`src/rtl/rpn_engine.sv`:
```
// rpn_engine: postfix evaluation controller driving an external 8-bit stack.
// Optional build macro RPN_SATURATE_EN makes add/sub/mul saturate instead of wrap.
`default_nettype none

module rpn_engine #(
  parameter int WIDTH = 8
) (
  input  logic             Clk,
  input  logic             RstN,
  input  logic             Tok_Valid,
  output logic             Tok_Ready,
  input  logic             Tok_IsOp,
  input  logic [WIDTH-1:0] Tok_Data,
  output logic             Stk_Push,
  output logic             Stk_Pop,
  output logic [WIDTH-1:0] Stk_Din,
  input  logic [WIDTH-1:0] Stk_Dout,
  input  logic             Stk_Full,
  input  logic             Stk_Empty,
  output logic [WIDTH-1:0] Result,
  output logic             Result_Valid,
  output logic             Error
);

  localparam logic [2:0] S_IDLE   = 3'd0;
  localparam logic [2:0] S_PUSH_V = 3'd1;
  localparam logic [2:0] S_POP_B  = 3'd2;
  localparam logic [2:0] S_CAP_B  = 3'd3;
  localparam logic [2:0] S_POP_A  = 3'd4;
  localparam logic [2:0] S_CAP_A  = 3'd5;
  localparam logic [2:0] S_PUSH_R = 3'd6;
  localparam logic [2:0] S_ERR    = 3'd7;

  localparam logic [2:0] OP_ADD = 3'b000;
  localparam logic [2:0] OP_SUB = 3'b001;
  localparam logic [2:0] OP_MUL = 3'b010;
  localparam logic [2:0] OP_AND = 3'b011;
  localparam logic [2:0] OP_OR  = 3'b100;
  localparam logic [2:0] OP_XOR = 3'b101;
  localparam logic [2:0] OP_ILL = 3'b110;
  localparam logic [2:0] OP_EQ  = 3'b111;

  logic [2:0]       state_q, state_d;
  logic [2:0]       op_q, op_d;
  logic [WIDTH-1:0] b_q, b_d;
  logic             push_q, push_d;
  logic             pop_q, pop_d;
  logic [WIDTH-1:0] din_q, din_d;
  logic [WIDTH-1:0] result_q, result_d;
  logic             rv_q, rv_d;
  logic             err_q, err_d;
  logic [WIDTH-1:0] alu_r;

  // A arrives on Stk_Dout during CAP_A, so it is used directly rather than stored.
`ifdef RPN_SATURATE_EN
  logic [WIDTH:0]     sum_w;
  logic [2*WIDTH-1:0] prod_w;
  assign sum_w  = {1'b0, Stk_Dout} + {1'b0, b_q};
  assign prod_w = {{WIDTH{1'b0}}, Stk_Dout} * {{WIDTH{1'b0}}, b_q};
`endif

  always_comb begin
    alu_r = '0;
    case (op_q)
`ifdef RPN_SATURATE_EN
      OP_ADD: alu_r = sum_w[WIDTH] ? '1 : sum_w[WIDTH-1:0];
      OP_SUB: alu_r = (Stk_Dout < b_q) ? '0 : (Stk_Dout - b_q);
      OP_MUL: alu_r = (|prod_w[2*WIDTH-1:WIDTH]) ? '1 : prod_w[WIDTH-1:0];
`else
      OP_ADD: alu_r = Stk_Dout + b_q;
      OP_SUB: alu_r = Stk_Dout - b_q;
      OP_MUL: alu_r = Stk_Dout * b_q;
`endif
      OP_AND: alu_r = Stk_Dout & b_q;
      OP_OR:  alu_r = Stk_Dout | b_q;
      OP_XOR: alu_r = Stk_Dout ^ b_q;
      default: alu_r = '0;
    endcase
  end

  // Stack pulses are registered on the edge entering PUSH_*/POP_* states; the
  // full/empty flags cannot change between that edge and the state they guard.
  always_comb begin
    state_d  = state_q;
    op_d     = op_q;
    b_d      = b_q;
    push_d   = 1'b0;
    pop_d    = 1'b0;
    din_d    = din_q;
    result_d = result_q;
    rv_d     = 1'b0;
    err_d    = err_q;
    case (state_q)
      S_IDLE: begin
        if (Tok_Valid) begin
          if (!Tok_IsOp) begin
            din_d   = Tok_Data;
            push_d  = !Stk_Full;
            state_d = S_PUSH_V;
          end else if (Tok_Data[2:0] == OP_ILL) begin
            err_d   = 1'b1;
            state_d = S_ERR;
          end else begin
            op_d    = Tok_Data[2:0];
            pop_d   = !Stk_Empty;
            state_d = S_POP_B;
          end
        end
      end
      S_PUSH_V: begin
        if (Stk_Full) begin
          err_d   = 1'b1;
          state_d = S_ERR;
        end else begin
          state_d = S_IDLE;
        end
      end
      S_POP_B: begin
        if (Stk_Empty) begin
          err_d   = 1'b1;
          state_d = S_ERR;
        end else begin
          state_d = S_CAP_B;
        end
      end
      S_CAP_B: begin
        b_d = Stk_Dout;
        if (op_q == OP_EQ) begin
          result_d = Stk_Dout;
          rv_d     = 1'b1;
          state_d  = S_IDLE;
        end else begin
          pop_d   = !Stk_Empty;
          state_d = S_POP_A;
        end
      end
      S_POP_A: begin
        if (Stk_Empty) begin
          err_d   = 1'b1;
          state_d = S_ERR;
        end else begin
          state_d = S_CAP_A;
        end
      end
      S_CAP_A: begin
        din_d   = alu_r;
        push_d  = 1'b1;
        state_d = S_PUSH_R;
      end
      S_PUSH_R: state_d = S_IDLE;
      S_ERR:    state_d = S_ERR;
      default:  state_d = S_IDLE;
    endcase
  end

  always_ff @(posedge Clk or negedge RstN) begin
    if (!RstN) begin
      state_q  <= S_IDLE;
      op_q     <= '0;
      b_q      <= '0;
      push_q   <= 1'b0;
      pop_q    <= 1'b0;
      din_q    <= '0;
      result_q <= '0;
      rv_q     <= 1'b0;
      err_q    <= 1'b0;
    end else begin
      state_q  <= state_d;
      op_q     <= op_d;
      b_q      <= b_d;
      push_q   <= push_d;
      pop_q    <= pop_d;
      din_q    <= din_d;
      result_q <= result_d;
      rv_q     <= rv_d;
      err_q    <= err_d;
    end
  end

  assign Tok_Ready    = (state_q == S_IDLE);
  assign Stk_Push     = push_q;
  assign Stk_Pop      = pop_q;
  assign Stk_Din      = din_q;
  assign Result       = result_q;
  assign Result_Valid = rv_q;
  assign Error        = err_q;

endmodule

`default_nettype wire

```
`config.mk`:
```
export PLATFORM = sky130hd
export DESIGN_NAME = rpn_engine
export DESIGN_NICKNAME = d
export VERILOG_FILES = /design/src/rtl/rpn_engine.sv
export SDC_FILE = /design/constraint.sdc
export NUM_CORES = 1
export LEC_CHECK = 0
export ABC_CLOCK_PERIOD_IN_PS = 4710
export BUFFER_PORTS_ARGS = -buffer_cell sky130_fd_sc_hd__buf_2
export CORE_MARGIN = 2
export CORE_UTILIZATION = 45
export DETAILED_ROUTE_END_ITERATION = 8
export SYNTH_ARGS = -nofsm -noshare
export SYNTH_HDL_FRONTEND = slang
export SYNTH_SLANG_ARGS = --single-unit
```
`constraint.sdc`:
```
create_clock -name Clk -period 4.71 [get_ports Clk]
set_input_delay 0.471 -clock Clk [delete_from_list [all_inputs] [get_ports Clk]]
set_output_delay 0.471 -clock Clk [all_outputs]
set_load 0.02 [all_outputs]
```
After elaboration in Yosys (flattened, before gate mapping)
Index checks and enable logic that the tools add are counted.
Word-level totals
  flip-flop bits (word level): 34
  bits of input ports: 22
  output and inout port bits: 21
  logic and storage cells: 75
Operators by class
  add/subtract/negate cells: 2
  $mul: 1
  eq/ne operators: 20
  muxes and demuxes: 28
  bitwise operators: 4
  reduce and logical (&&, ||, !) cells: 11
Operator list (count)
  $pmux W8 S6: 1
  $eq A3 B3 Y1 const B: 8
  $pmux W3 S8: 1
  $mux W3: 6
  $mux W8: 2
  $pmux W8 S2: 1
  $mux W1: 13
  $eq A3 B2 Y1 const B: 4
  $add A8 B8 Y8: 1
  $and A8 B8 Y8: 1
  $mul A8 B8 Y8: 1
  $or A8 B8 Y8: 1
  $sub A8 B8 Y8: 1
  $xor A8 B8 Y8: 1
  $eq A3 B1 Y1 const B: 2
  $logic_not A3 Y1: 2
  $ne A2 B1 Y1 const B: 3
  $ne A2 B2 Y1 const B: 3
  $reduce_and A6 Y1: 1
  $pmux W1 S2: 2
  $reduce_and A4 Y1: 1
  $pmux W1 S3: 1
  $reduce_and A3 Y1: 1
  $reduce_bool A3 Y1: 1
  6 further kinds: 7

Depth between registers and ports, before layout
  word-level depth: 5
  gate-level depth with buffers: 17

Least setup slack after synthesis
Ideal clock, no wire load.
  kind: register to register
  start: register b_q[4]
  end: register din_q[7], in the netlist Stk_Din[7]
  library setup time: 0.127 ns
  data arrival time: 3.649 ns
  required time: 4.583 ns
  path slack: 0.934 ns
  cell stages (with the launch flop): 16
  cell sequence: dfrtp_1 buf_6 nand2_1 fa_1 fa_1 inv_1 fa_1 inv_1 fa_1 inv_1 ha_1 a21oi_1 xnor2_1 xnor2_1 a221oi_2 a21oi_2
On the way
  cells in the longest elaborated chain, start to end: 3
  elaborated cells between the ends (all ways): 5
RTL lines
  start, declared: line 45  | logic [WIDTH-1:0] b_q, b_d;
  start signal, assigned: line 160  | b_q <= '0;
  start signal, assigned: line 170  | b_q <= b_d;
  $mul A8 B8 Y8, or another cell as far along: line 72  | OP_MUL: alu_r = Stk_Dout * b_q;
  $pmux W8 S6 *: line 64  | case (op_q)
  $pmux W8 S2 *: line 93  | case (state_q)
  end signal, assigned: line 173  | din_q <= din_d;
  end, declared: line 48  | logic [WIDTH-1:0] din_q, din_d;
Mark *: on every way between the ends. The rest lies on a longest branch, timed or not.
A chain may end at the register's enable or synchronous reset.

Worst setup path after layout
Same ends and word-level chain as after synthesis.

==> run_results.csv <==
group,metric,value,unit
critical_path,rr_worst_depth,14,
placed_design,dp.cells,512,
floorplan,initial_core_util,46.46,%
logic_synthesis,synthDistinctLibCells,57,
detailed_routing,drtIter0Drc,162,
detailed_routing,ant_nets,0,
clock_network,clkTransAtPathRegs,0.08,ns
pwr,seqPwrFrac,20.2,%
timing,relSlewSlack,41.81,%
clock_network,numCtsBuffers,5,
placed_design,post_dp_cell_area,0.003590,mm^2
timing,setup_viol,0,
critical_path,cpMaxStageDelayCell,"dfrtp_1",
critical_path,critical_path.max_stage_delay,0.61,ns
logic_synthesis,async_reset_ff_share,100.0,%
critical_path,critPathBufInv,3,
timing,period_needed,4.133,ns
grt,antenna_found_initial,0,
placed_design,dp_hpwl,6.632,mm
min_path,hp-class,"in -> async",
run_status,run_status,"finished clean",
logic_synthesis,synth.top_cells.by_area,"dfrtp_1 25%, ha_1 15%, fa_1 7.8%",
cells_and_area,area_delta_synth_final,10.45,%
clock_network,clock_sinks,34,
pwr,powerDensity,843.9,mW/mm^2
clock_network,worstSkewPairLatency,0.30,ns
clock_network,cts_resized,0,
logic_synthesis,yosysWarningCount,0,
timing,rsz0062_at_grt,"false",
logic_synthesis,yosysTopAreaCell,"dfrtp_1",
logic_synthesis,synthesis.instances,387,
floorplan,rows,31,
critical_path,crit_fanout,9,
logic_synthesis,ys_seq_area_share,25.38,%
critical_path,startpoint_type,"register",
detailed_routing,via_per_inst,5.289,
cells_and_area,n_antenna_cell,0,
critical_path,cp.required,4.88,ns
clock_network,htreeDepth,2,
floorplan,core,0.007214,mm^2
logic_synthesis,synth_nets,462,
logic_synthesis,synth_top_area_share,25.38,%
logic_synthesis,synthesis.area,0.003352,mm^2
logic_synthesis,synthFlopType,"dfrtp_1",
floorplan,dieWidth,90.31,um
floorplan,io_pins,43,
grt,grt_pass1_wl,14.66,mm
timing,fin_setup_tns,0,ns
floorplan,dieArea,0.008155,mm^2
timing,finalMaxSlewViolations,0,
critical_path,crit_type,"reg -> reg",
job,cap_violations,0,
cells_and_area,postLayoutCellArea,0.003702,mm^2
cells_and_area,fin_cells,519,
pwr,comb_power_share,70.8,%
pwr,ir_worst_vdd,0.3734,mV
pwr,switching_share,50.39,%
clock_network,cts_tree,"built",
grt,grt_start_max_net_pins,35,
timing,max_clock_freq,242.0,MHz
grt,overflow,0,
clock_network,post_cts_buffers,0,
pwr,p_int,0.001550,W
pwr,power_leakage,1.857,nW
critical_path,worstPathCellList,"nand2_1, fa_1, fa_1, inv_1, fa_1, inv_1, fa_1, inv_1, ha_1, a21oi_1, xnor2_1, xnor2_1, a221oi_2, a21oi_2",
placed_design,io_buffers,42,
grt,grt_pass1_vias,2850,
clock_network,clock_path_buffers,2,
cells_and_area,nNetsFinal,495,
placed_design,gp_congestion,0.8464,
cells_and_area,drive_gt1_share,18.10,%
detailed_routing,avgRoutedWirePerCell,16.54,um
detailed_routing,first_pass_iters,4,
floorplan,dieHeight,90.31,um
detailed_routing,drc_errors,0,
timing,tightest_slew,0.8696,ns
critical_path,cp.arrival,4.30,ns
logic_synthesis,synth_area_per_cell,8.661,um^2
logic_synthesis,ys_seq_elements,34,
timing,fin_crit_sh,87.75,%
detailed_routing,via_count,2745,
pwr,switchingPower,0.001575,W
grt,grt_util_all_layers,22.51,%
pwr,pwr-share-clk,9.0,%
detailed_routing,drt-total-wl,8.582,mm
critical_path,worst_path_most_repeated_cell,"fa_1",
timing,hold_violations,0,
critical_path,end_kind,"register",
clock_network,hold_buffers,0,
critical_path,worst-path-stages,14,
timing,finalClockSkew,0.009793,ns
timing,hold_slack,0.2581,ns
clock_network,root_buffer,"clkbuf_8",
logic_synthesis,synth-edff-count,0,
critical_path,critical-path-top-delay-family,"adder cells",
[metal layers]
layer	global-route usage, %	vias up	routed length (um)
met5	0	-	0
met4	5.128	0	66
met3	3.005	6	311
met2	36.59	56	4072
met1	32.09	1323	4130
li1	-	1360	-
[metrics by stage]
| stage | utilization (%) | total power [W] | setup WS, ns |
|---|---|---|---|
| detailed placement | 49.76 | 0.002848 | 0.4665 |
| floorplan | - | 0.002345 | 0.9339 |
| global placement | 49.76 | 0.002819 | 0.5500 |
| global route | 51.32 | 0.003480 | 0.3562 |
| CTS | 51.32 | 0.003147 | 0.5643 |
| finish | 51.32 | 0.003125 | 0.5771 |
[path summary, 6_finish.rpt]
kind                       startpoint         end  slack, ns
min in group Clk            Stk_Empty     Stk_Pop       0.36
max reg2reg                    b_q[4]  Stk_Din[7]       0.58
max                            b_q[4]  Stk_Din[7]       0.58
max in group asynchronous        RstN      b_q[5]       3.94
min reg2reg                Stk_Din[0]  Stk_Din[0]       0.48
min                              RstN       Error       0.26
[cells in the final DEF, fill, tap and decap left out, drive strengths merged, types with 5 or more instances in the layout]
cell	count
clkbuf	6
a21oi	19
dfrtp	34
nor3	6
nor2	36
ha	40
xnor2	22
mux2	14
inv	50
o21ai	27
nand2	44
fa	13
buf	42
nor2b	5
nand3	5
[state kept, by name (all words and copies together), names as in the netlist]
signal / flops
Result: 8
Stk_Din: 8
b_q: 8
op_q: 3
state_q: 3
Error: 1
Result_Valid: 1
Stk_Pop: 1
Stk_Push: 1
[final cells by class]
| type | count | area (um^2) |
|---|---|---|
| multi-input combinational | 287 | 2217 |
| fill | 727 | 3512 |
| clock inverter | 1 | 30.03 |
| timing repair buffer | 42 | 210.2 |
| inverter | 50 | 187.7 |
| clock buffer | 6 | 82.58 |
| tap | 99 | 123.9 |
| sequential | 34 | 850.8 |
[power groups by stage]
stage                     clock, W  sequential (W)  combinational (W)
after floorplan                  0        0.000570            0.00177
after global placement           0        0.000632            0.00219
after detailed placement         0        0.000633            0.00221
after CTS                 0.000289        0.000628            0.00223
after global routing      0.000303        0.000657            0.00252
final                     0.000281        0.000632            0.00221
[Yosys cell counts (6+ instances only)]
cell type / number
a21oi_1: 18
mux2_2: 14
xnor2_1: 20
ha_1: 40
nand2_1: 40
fa_1: 13
nor2_1: 34
o21ai_0: 23
inv_1: 50
dfrtp_1: 34
nor3_1: 6
[cells by family after synthesis]
group                      synth area share (%)
and+or+nand+nor                           15.34
muxes                                     5.300
xor gates and xnor gates                  7.241
buffers and inverters                     8.473
AOI/OAI and AO/OA                         15.57
DFF                                       25.38
adders and majority gates                 22.70
No activity file was read; power rests on OpenSTA's default activity.
